$ cat src/rtl/ifetch_pkg.sv
// ============================================================================
// Module  : ifetch_pkg
// Brief   : Shared types and constants for the instruction prefetch unit.
// Revision: 1.0 - initial release
// ============================================================================
`default_nettype none

package ifetch_pkg;

   typedef enum logic [1:0] {
      IDLE = 2'd0,
      WAIT = 2'd1,
      DROP = 2'd2
   } fetch_state_t;

   localparam logic [31:0] c_reset_pc   = 32'h0000_0000;
   localparam logic [31:0] c_word_bytes = 32'd4;

   typedef struct packed {
      logic [31:0] instr;
      logic [31:0] pc;
   } fetch_entry_t;

   function automatic logic [31:0] align_word(input logic [31:0] addr);
      return {addr[31:2], 2'b00};
   endfunction

endpackage

`default_nettype wire

$ cat src/rtl/ifetch_fifo.sv
// ============================================================================
// Module  : ifetch_fifo
// Brief   : Synchronous prefetch FIFO of {instr, pc} entries; flush wins.
// Revision: 1.0 - initial release
// ============================================================================
`default_nettype none

module ifetch_fifo
   import ifetch_pkg::*;
#(
   parameter int DEPTH = 4
) (
   input  logic                    clk,
   input  logic                    rst,
   input  logic                    push,
   input  fetch_entry_t            push_data,
   input  logic                    pop,
   input  logic                    flush,
   output fetch_entry_t            head,
   output logic [$clog2(DEPTH):0]  count,
   output logic                    empty
);

   localparam int c_ptr_w = $clog2(DEPTH);
   localparam logic [c_ptr_w-1:0] c_ptr_one = 1;
   localparam logic [c_ptr_w:0]   c_cnt_one = 1;

   fetch_entry_t        r_mem [DEPTH];
   logic [c_ptr_w-1:0]  r_wr_ptr;
   logic [c_ptr_w-1:0]  r_rd_ptr;
   logic [c_ptr_w:0]    r_count;
   logic                w_do_push;
   logic                w_do_pop;

   assign w_do_push = push && !flush;
   assign w_do_pop  = pop && !flush && (r_count != '0);

   always_ff @(posedge clk or posedge rst) begin
      if (rst) begin
         r_wr_ptr <= '0;
         r_rd_ptr <= '0;
         r_count  <= '0;
         for (int i = 0; i < DEPTH; i++) begin
            r_mem[i] <= '0;
         end
      end else if (flush) begin
         // Keep the read pointer so the head output holds its last value.
         r_wr_ptr <= r_rd_ptr;
         r_count  <= '0;
      end else begin
         if (w_do_push) begin
            r_mem[r_wr_ptr] <= push_data;
            r_wr_ptr        <= r_wr_ptr + c_ptr_one;
         end
         if (w_do_pop) begin
            r_rd_ptr <= r_rd_ptr + c_ptr_one;
         end
         case ({w_do_push, w_do_pop})
            2'b10:   r_count <= r_count + c_cnt_one;
            2'b01:   r_count <= r_count - c_cnt_one;
            default: r_count <= r_count;
         endcase
      end
   end

   assign head  = r_mem[r_rd_ptr];
   assign count = r_count;
   assign empty = (r_count == '0);

endmodule

`default_nettype wire

$ cat src/rtl/ifetch_prefetch_unit.sv
// ============================================================================
// Module  : ifetch_prefetch_unit
// Brief   : Single-outstanding instruction fetcher feeding decode via a FIFO.
//           Optional same-cycle bypass of the ack word: IFETCH_BYPASS_EN.
// Revision: 1.0 - initial release
// ============================================================================
`default_nettype none

module ifetch_prefetch_unit
   import ifetch_pkg::*;
#(
   parameter int          DEPTH    = 4,
   parameter logic [31:0] RESET_PC = c_reset_pc
) (
   input  logic        clk,
   input  logic        rst,
   output logic        imem_req,
   output logic [31:0] imem_addr,
   input  logic        imem_ack,
   input  logic [31:0] imem_rdata,
   output logic [31:0] instr,
   output logic [31:0] instr_pc,
   output logic        instr_valid,
   input  logic        instr_ready,
   input  logic        redirect,
   input  logic [31:0] redirect_pc
);

   localparam int                 c_cnt_w = $clog2(DEPTH) + 1;
   localparam logic [c_cnt_w-1:0] c_depth = c_cnt_w'(DEPTH);

   fetch_state_t         r_state;
   logic [31:0]          r_fetch_pc;
   logic [31:0]          r_imem_addr;
   logic                 r_imem_req;

   fetch_entry_t         w_head;
   fetch_entry_t         w_push_data;
   logic [c_cnt_w-1:0]   w_count;
   logic [c_cnt_w-1:0]   w_count_resv;
   logic                 w_empty;
   logic                 w_ack_take;
   logic                 w_bypass;
   logic                 w_push;
   logic                 w_pop;
   logic                 w_issue_idle;
   logic                 w_reissue;
   logic [31:0]          w_next_pc;

   assign w_ack_take  = imem_ack && (r_state == WAIT) && !redirect;
   assign w_next_pc   = r_fetch_pc + c_word_bytes;
   assign w_push_data = {imem_rdata, r_fetch_pc};

`ifdef IFETCH_BYPASS_EN
   assign w_bypass    = w_ack_take && w_empty && instr_ready;
   assign instr_valid = !w_empty || w_ack_take;
   assign instr       = (w_empty && w_ack_take) ? imem_rdata : w_head.instr;
   assign instr_pc    = (w_empty && w_ack_take) ? r_fetch_pc : w_head.pc;
`else
   assign w_bypass    = 1'b0;
   assign instr_valid = !w_empty;
   assign instr       = w_head.instr;
   assign instr_pc    = w_head.pc;
`endif

   assign w_push = w_ack_take && !w_bypass;
   assign w_pop  = instr_valid && instr_ready && !w_empty;

   // The outstanding request owns a FIFO slot, so count the word landing now.
   assign w_count_resv = w_count + {{(c_cnt_w-1){1'b0}}, w_push};
   assign w_issue_idle = (r_state == IDLE) && !redirect && (w_count < c_depth);
   assign w_reissue    = w_ack_take && (w_count_resv < c_depth);

   ifetch_fifo #(
      .DEPTH (DEPTH)
   ) u_fifo (
      .clk       (clk),
      .rst       (rst),
      .push      (w_push),
      .push_data (w_push_data),
      .pop       (w_pop),
      .flush     (redirect),
      .head      (w_head),
      .count     (w_count),
      .empty     (w_empty)
   );

   always_ff @(posedge clk or posedge rst) begin
      if (rst) begin
         r_state     <= IDLE;
         r_fetch_pc  <= RESET_PC;
         r_imem_req  <= 1'b0;
         r_imem_addr <= RESET_PC;
      end else begin
         if (redirect) begin
            r_fetch_pc <= align_word(redirect_pc);
         end else if (w_ack_take) begin
            r_fetch_pc <= w_next_pc;
         end

         case (r_state)
            IDLE: begin
               if (w_issue_idle) begin
                  r_imem_req  <= 1'b1;
                  r_imem_addr <= r_fetch_pc;
                  r_state     <= WAIT;
               end
            end
            WAIT: begin
               if (imem_ack) begin
                  // Back-to-back: the next request goes out in the cycle after the ack.
                  if (w_reissue) begin
                     r_imem_addr <= w_next_pc;
                  end else begin
                     r_imem_req <= 1'b0;
                     r_state    <= IDLE;
                  end
               end else if (redirect) begin
                  r_state <= DROP;
               end
            end
            DROP: begin
               if (imem_ack) begin
                  r_imem_req <= 1'b0;
                  r_state    <= IDLE;
               end
            end
            default: begin
               r_imem_req <= 1'b0;
               r_state    <= IDLE;
            end
         endcase
      end
   end

   assign imem_req  = r_imem_req;
   assign imem_addr = r_imem_addr;

endmodule

`default_nettype wire

$ cat config.mk
export PLATFORM = sky130hd
export DESIGN_NAME = ifetch_prefetch_unit
export DESIGN_NICKNAME = d
export VERILOG_FILES = /design/src/rtl/ifetch_pkg.sv /design/src/rtl/ifetch_fifo.sv /design/src/rtl/ifetch_prefetch_unit.sv
export SDC_FILE = /design/constraint.sdc
export NUM_CORES = 1
export LEC_CHECK = 0
export ABC_AREA = 1
export CORE_ASPECT_RATIO = 1.4
export CORE_MARGIN = 1
export CORE_UTILIZATION = 33
export CTS_CLUSTER_DIAMETER = 40
export DETAILED_ROUTE_END_ITERATION = 8
export PLACE_DENSITY = 0.52
export SLEW_MARGIN = 15
export SYNTH_ARGS = -nofsm -noshare
export SYNTH_HDL_FRONTEND = slang
export SYNTH_SLANG_ARGS = --single-unit
$ cat constraint.sdc
create_clock -name clk -period 19.8 [get_ports clk]
set_input_delay 5.94 -clock clk [delete_from_list [all_inputs] [get_ports clk]]
set_output_delay 5.94 -clock clk [all_outputs]
set_load 0.05 [all_outputs]
==> impl_results.md, run 1 <==
* Area leader, netlist: dfrtp_1
* Count leader, synth: nand2_1
* Crit path DAT at 3.99 ns
* Num ports at 167
* Die ar. at 45400 um^2
* FF-to-FF Start: r_state[0]$_DFFE_PP0P_
* Worst-case reg-to-reg path depth at 9
* Area share of the largest cell type after synthesis at 54.2%
* Width of the die at 180 um
* Slew margin rel. at 35.8%
* Clk root buf: clkbuf_16
* Vias per inst at 4.95
* Seq pwr share at 30.4%
* Largest net degree at the start of global routing at 99
* Num Clock Sinks at 318
* Tcrit/Tclk final at 50.1%
* GRT overflow at 0
* Vias at 12600
* Status: completed
* CP Class: reg2out
* Hold Slack at 0.477 ns
* Clock Pin Slew Worst Setup and Hold Paths at 0.06 ns
* Ranking of synthesized cells by area: dfrtp_1, nand2_1, o21ai_0
* Sequential element share of the synthesized area at 54.2%
* Clock Tree Buf Depth at 3
* Worst Path Required at 13.86 ns
* Detailed Route WL at 41.3 mm
* Final ANT Viol Nets at 0
* Cts repair resizes at 0
* Initial antenna violation count at 0
* Crit path max fanout at 76
* Max Cap Viol at 0
* Util after Layout at 41.3%
* Layout cells sized above 1 at 5.24%
* Mapped Avg Cell Area at 7.99 um^2
* RSZ-0062 raised after global routing: no
* DRC at 0
* Initial DRC Count at 708
* Critical path endpoint category: output port
* Cell variety after synth at 27
* Total net switching power at 1.64 mW
* CTS buffer count at 45
* Initial core utilization at 33.4%
* GPL Wtd Cong at 0.912
* Post-route setup slack at 9.87 ns
* Worst-skew pair later-pin latency at 0.56 ns
* Main combinational cell family by area after synthesis: simple AND/OR/NAND/NOR gates
* FMAX at 101 MHz
* EDFF count, synth at 0
* Hold Startpoint: u_fifo.r_mem[162]$_DFFE_PP0P_
* YS warnings at 0
* Worst Tran Pin Value at 0.963 ns
* Overall global routing resource usage at 18.6%
* Adder-cell share of the synthesized area at 0.562%
* Synth cell count leaders: nand2_1, o21ai_0, dfrtp_1
* R2R Setup Slk at 16.53 ns
* Core area at 43900 um^2
* CP Launch Type: register
* Multiplexer share of the synthesized area at 0%
* Capturing point of the worst reg2reg path: u_fifo.r_mem[196]$_DFFE_PP0P_
* Pre-CTS WS at 10.34 ns
* Final nets at 2022
* Postcts setup bufs at 0
* Cell area power density at 197 nW/um^2
* Post-synth ARST share at 100%
* Hold Path Class: reg2reg
* Ys flop type: dfrtp_1
* Final antenna diode count at 0
* First-pass GRT wire length at 67.3 mm
* FP Rows at 91
* Clk pwr share at 22.5%
* Dpl cell area at 16600 um^2
* Wire length per cell at 16.2 um
* Synth Area in XOR/XNOR at 0.716%
* Worst Hold Path Cells at 2
* Synth Area in Simple Gates at 22.0%
* DP Wirelength at 25.1 mm
* TNS Setup at 0 ns
* Final setup violation count at 0
* Leakage at 8.41 nW
* Net Sw Frac at 45.9%
* Int Power at 1.93 mW
* Syn-to-layout area delta at 23.7%
* Synth Area in Compound Gates at 16.8%
* Comb power frac at 47.2%
* Final Cell Area at 18200 um^2
* Final Max Slew Viols at 0
* Hold_buf cts at 0
* DRT Pass-1 Iters at 5
* # H-tree levels at 2
* Hold endpoint: u_fifo.r_mem[162]$_DFFE_PP0P_
* Seq cells post-synth at 318
* Final min period at 9.93 ns
* Cells after synthesis at 1839
* Fin Clk Skew at 0.0284 ns
* # port buffers at 160
* Final Hold Viols at 0
* Die Ht at 252 um
* Vias in the first global route at 12500
* Worst VDD drop at 0.108 mV
* CTS tree: built
* Cell Area, Synth at 14700 um^2
==> how the worst max path moves through the flow <==
stage	from	to	cells after the start
after floorplan	rst	imem_addr[10]$_DFFE_PP0P_	1
after global placement	u_fifo.r_rd_ptr[0]$_DFFE_PP0P_	instr_pc[19]	5
final	u_fifo.r_rd_ptr[0]$_DFFE_PP0P_	instr_pc[19]	5
after detailed placement	u_fifo.r_rd_ptr[0]$_DFFE_PP0P_	instr_pc[19]	5
after global routing	u_fifo.r_rd_ptr[0]$_DFFE_PP0P_	instr_pc[27]	5
after CTS	u_fifo.r_rd_ptr[0]$_DFFE_PP0P_	instr_pc[19]	5
==> stage by stage <==
step,cells,power (mW)
floorplan,1842,2.24
global placement,2458,2.78
detailed placement,2458,2.80
CTS,2541,3.62
global route,2541,3.82
finish,2541,3.57
==> cells in the final DEF (no fill, tap or decap), types with 2 or more instances in the layout <==
master           instances
clkinv_2                 4
nand3b_1                 2
ha_1                     5
nor2_1                 203
o22ai_1                 62
nand2_2                  2
inv_1                   85
clkinvlp_4               3
o211ai_1                14
bufinv_16                3
dfrtp_1                316
o21ai_0                381
nand4_1                  2
nand2_4                  4
a21oi_1                  2
xor2_1                  11
inv_2                    3
clkdlybuf4s50_1        160
nand3_1                 64
clkbuf_16               45
inv_6                    5
o221ai_1                 3
conb_1                   4
clkbuf_1                 8
buf_4                   13
nand2_1                548
clkinv_8                 3
inv_8                    4
clkbuf_8                 4
o21ai_1                  6
clkinv_4                 5
==> flip-flops by register name, summed over array words and instances, names as in the netlist <==
register,flops
u_fifo.r_mem,248
imem_addr,30
r_fetch_pc,30
u_fifo.count,3
r_state,2
u_fifo.r_rd_ptr,2
u_fifo.r_wr_ptr,2
imem_req,1
==> power by group through the flow <==
stage                     registers (mW)  logic, mW  clock network (mW)
after floorplan                     1.14       1.10                   0
after global placement              1.09       1.69                   0
after detailed placement            1.09       1.71                   0
after CTS                           1.08       1.71               0.825
after global routing                1.12       1.84               0.851
final                               1.08       1.68               0.801
==> logic make-up (layout without fill, tap and decap cells) <==
logic type,Yosys count,after routing
xor gates and xnor gates,12,12
AOI/OAI and AO/OA,468,468
other,1,4
adders and majority gates,6,6
buffers and inverters,207,348
DFF,318,318
and+or+nand+nor,827,827
==> worst max-delay path, stage by stage, from the launching register on <==
cell,delay [ns]
dfrtp_4,0.73
inv_4,0.54
buf_4,0.75
o21ai_0,0.16
o22ai_1,0.34
clkdlybuf4s50_1,0.87
==> metal layers <==
metal / global-route usage [%] / wire [um] / up-vias
met3: 2.45 / 1560 / 82
met2: 32.3 / 20200 / 292
met5: 0 / 0 / -
met4: 6.69 / 1220 / 0
li1: - / - / 6230
met1: 23.5 / 18200 / 5968
==> layout make-up <==
type	count	area (um^2)
fillers	4534	25800
clock buffers	57	1210
multi-input cells	1317	5920
flip-flops and latches	318	7960
inverters	91	352
repair buffers	174	1710
well taps	558	698
clock inverters	26	303
Note: power is estimated with default switching activity, not from simulation.
==> run 2: changes to the inputs <==
clock period = 9.33 ns   (was 19.8 ns; I/O delays follow)
==> impl_results.md, run 2 (synthesis gave the netlist of run 1 again) <==
* Status: completed
* Initial antenna violation count at 1 (+1)
* Initial DRC Count at 726 (+2.5%)
* # port buffers at 160 (unchanged)
* Capturing point of the worst reg2reg path: imem_addr[14]$_DFFE_PP0P_
* Overall global routing resource usage at 18.5% (-0.036 points)
* R2R Setup Slk at 5.84 ns (-10.69 ns)
* First-pass GRT wire length at 66.8 mm (-0.67%)
* Num ports at 167 (unchanged)
* FF-to-FF Start: r_state[0]$_DFFE_PP0P_
* Critical path endpoint category: output port
* FP Rows at 91 (unchanged)
* Syn-to-layout area delta at 24.1%
* Largest net degree at the start of global routing at 166 (+68%)
* Final min period at 6.69 ns
* CTS tree: built
* Final Hold Viols at 0 (unchanged)
* Filler cells at 4544 (+0.22%)
* Width of the die at 180 um (unchanged)
* Cell area power density at 420 nW/um^2 (+110%)
* Wire length per cell at 16.4 um (+1.0%)
* Leakage at 8.42 nW (+0.18%)
* Seq. cell area at 7960 um^2 (unchanged)
* Worst Path Required at 6.53 ns (-7.33 ns)
* Detailed Route WL at 41.6 mm (+0.84%)
* Fin Clk Skew at 0.0167 ns (-0.0117 ns)
* Vias per inst at 4.96 (+0.24%)
* Worst Tran Pin Value at 0.982 ns (+0.0190 ns)
* Most frequent cells in the layout: nand2_1, o21ai_0, dfrtp_1
* Worst-case reg-to-reg path depth at 11 (+2)
* DP Wirelength at 25.0 mm (-0.49%)
* Commonest non-fill, non-tap cell in the layout: nand2_1
* Layout cells sized above 1 at 5.31% (+0.061 points)
* Clk root buf: clkbuf_16
* Final ANT Viol Nets at 0 (unchanged)
* Hold Path Class: reg2reg
* Final Max Slew Viols at 0 (unchanged)
* CP Class: reg2out
* CP Launch Type: register
* Crit path DAT at 3.89 ns (-0.10 ns)
* Crit path max fanout at 68 (-11%)
* TNS Setup at 0 ns (unchanged)
* DRC at 0 (unchanged)
* Placed Cells at 2456 (-0.081%)
* Worst VDD drop at 0.227 mV (+110%)
* FMAX at 149 MHz
* Vias at 12600 (+0.080%)
* Tcrit/Tclk final at 71.7%
* Fin cells at 2537 (-0.16%)
* Hold_buf cts at 0 (unchanged)
* GPL Wtd Cong at 0.883 (-3.1%)
* Dpl cell area at 16600 um^2 (about the same)
* Footprint of the multi-input gates at 5920 um^2 (unchanged)
* Core area at 43900 um^2 (unchanged)
* Postcts setup bufs at 0 (unchanged)
* Final antenna diode count at 0 (unchanged)
* Slew margin rel. at 34.5% (-1.3 points)
* Final Cell Area at 18200 um^2 (+0.33%)
* RSZ-0062 raised after global routing: no
* Die Ht at 252 um (unchanged)
* Critical path startpoint: u_fifo.r_rd_ptr[0]$_DFFE_PP0P_
* Vias in the first global route at 12300 (-1.6%)
* GRT overflow at 0 (unchanged)
* Final nets at 2019 (-0.15%)
* Max FFs per register at 248 (unchanged)
* Num Clock Sinks at 318 (unchanged)
* Cts repair resizes at 0 (unchanged)
* Max Cap Viol at 0 (unchanged)
* Clock Tree Buf Depth at 3 (unchanged)
* Die ar. at 45400 um^2 (unchanged)
* # H-tree levels at 2 (unchanged)
* Largest Register: u_fifo.r_mem
* Final setup violation count at 0 (unchanged)
* Critical Path End: instr_pc[5]
* CTS buffer count at 44 (-2.2%)
* Initial core utilization at 33.4% (unchanged)
* Clock Pin Slew Worst Setup and Hold Paths at 0.06 ns (about the same)
* DRT Pass-1 Iters at 5 (unchanged)
* Worst-skew pair later-pin latency at 0.54 ns (-0.02 ns)
-- run 2: cell types whose count changed in the layout (fill, tap and decap cells not counted), sizes merged --
cell | before | now
bufinv | 3 | 6
clkbuf | 57 | 54
clkinv | 13 | 10
clkinvlp | 3 | 6
buf | 14 | 12
inv | 98 | 96
-- run 2: where the power goes --
group	switching, mW	internal (mW)
Combinational	2.46	1.13
Clock	0.665	1.10
Sequential	0.350	1.94
Total	3.47	4.18
-- run 2: worst max-delay path, stage by stage (launching register included) --
cell and delay (ns):
dfrtp_4 0.71, inv_4 0.64, buf_4 0.68, o21ai_0 0.17
o22ai_1 0.22, clkdlybuf4s50_1 0.84
-- run 2: worst min path at each step --
stage	from	endpoint	slack [ns]	cells past startpoint
after floorplan	u_fifo.r_mem[126]$_DFFE_PP0P_	u_fifo.r_mem[126]$_DFFE_PP0P_	0.45	2
after global placement	u_fifo.r_mem[131]$_DFFE_PP0P_	u_fifo.r_mem[131]$_DFFE_PP0P_	0.46	2
after detailed placement	imem_addr[20]$_DFFE_PP0P_	imem_addr[20]$_DFFE_PP0P_	0.46	2
after CTS	u_fifo.r_mem[155]$_DFFE_PP0P_	u_fifo.r_mem[155]$_DFFE_PP0P_	0.48	2
after global routing	u_fifo.r_mem[143]$_DFFE_PP0P_	u_fifo.r_mem[143]$_DFFE_PP0P_	0.50	2
final	u_fifo.r_mem[143]$_DFFE_PP0P_	u_fifo.r_mem[143]$_DFFE_PP0P_	0.48	2
-- run 2: layout make-up --
type	instances	share of cell area, %
clock buffer	54	6.63
timing repair buffer	172	9.42
tap	558	3.83
inverter	91	1.91
multi-input combinational	1317	32.5
sequential	318	43.7
clock inverter	27	1.99
-- run 2: per-stage QoR --
| stage | hold WS [ns] | utilization, % | setup WS, ns | power, mW |
|---|---|---|---|---|
| after floorplan | 0.448 | - | 2.29 | 4.75 |
| after global placement | 0.461 | 37.9 | 3.14 | 5.90 |
| after detailed placement | 0.464 | 37.9 | 3.15 | 5.94 |
| after CTS | 0.482 | 41.5 | 2.57 | 7.76 |
| after global routing | 0.496 | 41.5 | 2.39 | 8.17 |
| final | 0.477 | 41.5 | 2.64 | 7.65 |
-- run 2: routing by layer --
layer | GRT usage (%) | part of all wire (%) | vias to the layer above
met2 | 32.3 | 49 | 292
met1 | 23.3 | 44 | 5982
li1 | - | - | 6228
met5 | 0 | 0 | -
met3 | 2.47 | 4.1 | 80
met4 | 6.89 | 3.1 | 0
==> run 3: changes to the inputs <==
clock period = 6.8 ns   (was 9.33 ns; I/O delays follow)
==> impl_results.md, run 3 (synthesis gave the netlist of run 1 again) <==
* GRT overflow at 0 (unchanged)
* Power, Total at 10.6 mW (+38%)
* Initial antenna violation count at 0 (-1)
* Num Clock Sinks at 318 (unchanged)
* Syn-to-layout area delta at 24.6%
* Final nets at 2025 (+0.30%)
* Detailed Route WL at 42.1 mm (+1.2%)
* Final ANT Viol Nets at 0 (unchanged)
* Most frequent cells in the layout: nand2_1, o21ai_0, dfrtp_1
* Initial core utilization at 33.4% (unchanged)
* R2R Setup Slk at 3.41 ns (-2.43 ns)
* Leakage at 8.47 nW (+0.57%)
* Initial DRC Count at 714 (-1.7%)
* Worst-skew pair later-pin latency at 0.55 ns (about the same)
* TNS Setup at 0 ns (unchanged)
* Capturing point of the worst reg2reg path: u_fifo.r_mem[103]$_DFFE_PP0P_
* Vias at 12600 (+0.45%)
* Die ar. at 45400 um^2 (unchanged)
* Num ports at 167 (unchanged)
* Hold Startpoint: u_fifo.r_mem[141]$_DFFE_PP0P_
* Final antenna diode count at 0 (unchanged)
* FP Rows at 91 (unchanged)
* Slew margin rel. at 34.1% (-0.40 points)
* Status: completed
* Cell area power density at 578 nW/um^2 (+38%)
* Width of the die at 180 um (unchanged)
* Final Hold Viols at 0 (unchanged)
* Max FFs per register at 248 (unchanged)
* DRC at 0 (unchanged)
* # H-tree levels at 2 (unchanged)
* Worst VDD drop at 0.309 mV (+36%)
* Tcrit/Tclk final at 83.2%
* Cts repair resizes at 0 (unchanged)
* Clk root buf: clkbuf_16
* Crit path max fanout at 63 (-7.4%)
* DRT Pass-1 Iters at 5 (unchanged)
* Vias in the first global route at 12600 (+2.1%)
* First-pass GRT wire length at 67.9 mm (+1.5%)
* GPL Wtd Cong at 0.883 (about the same)
* FMAX at 177 MHz
* Hold endpoint: u_fifo.r_mem[141]$_DFFE_PP0P_
* Core area at 43900 um^2 (unchanged)
* CP Class: reg2out
* Die Ht at 252 um (unchanged)
* Largest Register: u_fifo.r_mem
* CTS buffer count at 45 (+2.3%)
* Max Cap Viol at 0 (unchanged)
* Layout cells sized above 1 at 5.59% (+0.29 points)
* Wire length per cell at 16.6 um (+1.0%)
* # port buffers at 160 (unchanged)
* Fin Clk Skew at 0.0291 ns (+0.0124 ns)
* Vias per inst at 4.97 (+0.26%)
* Crit path DAT at 3.62 ns (-0.27 ns)
* Final Max Slew Viols at 0 (unchanged)
* Largest net degree at the start of global routing at 154 (-7.2%)
* CP Launch Type: register
* DP Wirelength at 25.7 mm (+2.8%)
* FF-to-FF Start: r_state[1]$_DFFE_PP0P_
* Worst Tran Pin Value at 0.988 ns (+0.00596 ns)
* Commonest non-fill, non-tap cell in the layout: nand2_1
* Overall global routing resource usage at 18.8% (+0.24 points)
* Clock Tree Buf Depth at 3 (unchanged)
* Worst Hold Path Cells at 2 (unchanged)
* Final setup violation count at 0 (unchanged)
* Hold_buf cts at 0 (unchanged)
* Clock Pin Slew Worst Setup and Hold Paths at 0.06 ns (about the same)
* Critical path endpoint category: output port
* Postcts setup bufs at 0 (unchanged)
* Final min period at 5.66 ns
* Hold Path Class: reg2reg
* RSZ-0062 raised after global routing: no
* Worst Path Required at 4.76 ns (-1.77 ns)
* CTS tree: built
* Worst-case reg-to-reg path depth at 8 (-3)
[run 3: critical path, cell delays in order (launching register included)]
cell	delay, ns
dfrtp_4	0.73
inv_4	0.63
buf_4	0.50
o21ai_0	0.13
o22ai_1	0.19
clkdlybuf4s50_1	0.86
[run 3: per-stage QoR]
step                      cell area, um^2  util, %  instances  worst slack [ns]  hold WS, ns
after floorplan                     14700        -       1842             0.521        0.448
after global placement              16700     38.0       2461              1.66        0.461
after detailed placement            16700     38.0       2461              1.66        0.465
after CTS                           18300     41.6       2542              1.07        0.481
after global routing                18300     41.6       2542             0.918        0.495
final                               18300     41.6       2542              1.14        0.477
[run 3: worst max path at each step]
| stage | start | end | slack (ns) | cells past startpoint |
|---|---|---|---|---|
| floorplan | rst | imem_addr[10]$_DFFE_PP0P_ | 0.52 | 1 |
| global placement | u_fifo.r_rd_ptr[0]$_DFFE_PP0P_ | instr_pc[12] | 1.66 | 4 |
| detailed placement | u_fifo.r_rd_ptr[0]$_DFFE_PP0P_ | instr[2] | 1.66 | 5 |
| CTS | u_fifo.r_rd_ptr[0]$_DFFE_PP0P_ | instr[2] | 1.07 | 5 |
| global route | u_fifo.r_rd_ptr[0]$_DFFE_PP0P_ | instr_pc[31] | 0.92 | 5 |
| finish | u_fifo.r_rd_ptr[0]$_DFFE_PP0P_ | instr[2] | 1.14 | 5 |
[run 3: area by class of cell]
cell class              instances  area [um^2]
fillers                      4541        25700
flip-flops and latches        318         7960
multi-input cells            1317         5920
repair buffers                177         1750
clock buffers                  53         1230
well taps                     558          698
clock inverters                28          383
inverters                      91          348
[run 3: per-layer routing]
layer  track usage, %  up-vias  part of all wire [%]
li1                 -     6221                     -
met1             23.6     6029                    45
met2             32.4      300                    48
met3             2.57       89                   3.6
met4             7.64        0                   3.4
met5                0        -                     0
[run 3: report_power, final]
group,switching [mW],internal (mW),total (mW)
Combinational,3.38,1.56,4.94
Clock,0.910,1.57,2.48
Sequential,0.485,2.67,3.15
Total,4.77,5.80,10.6
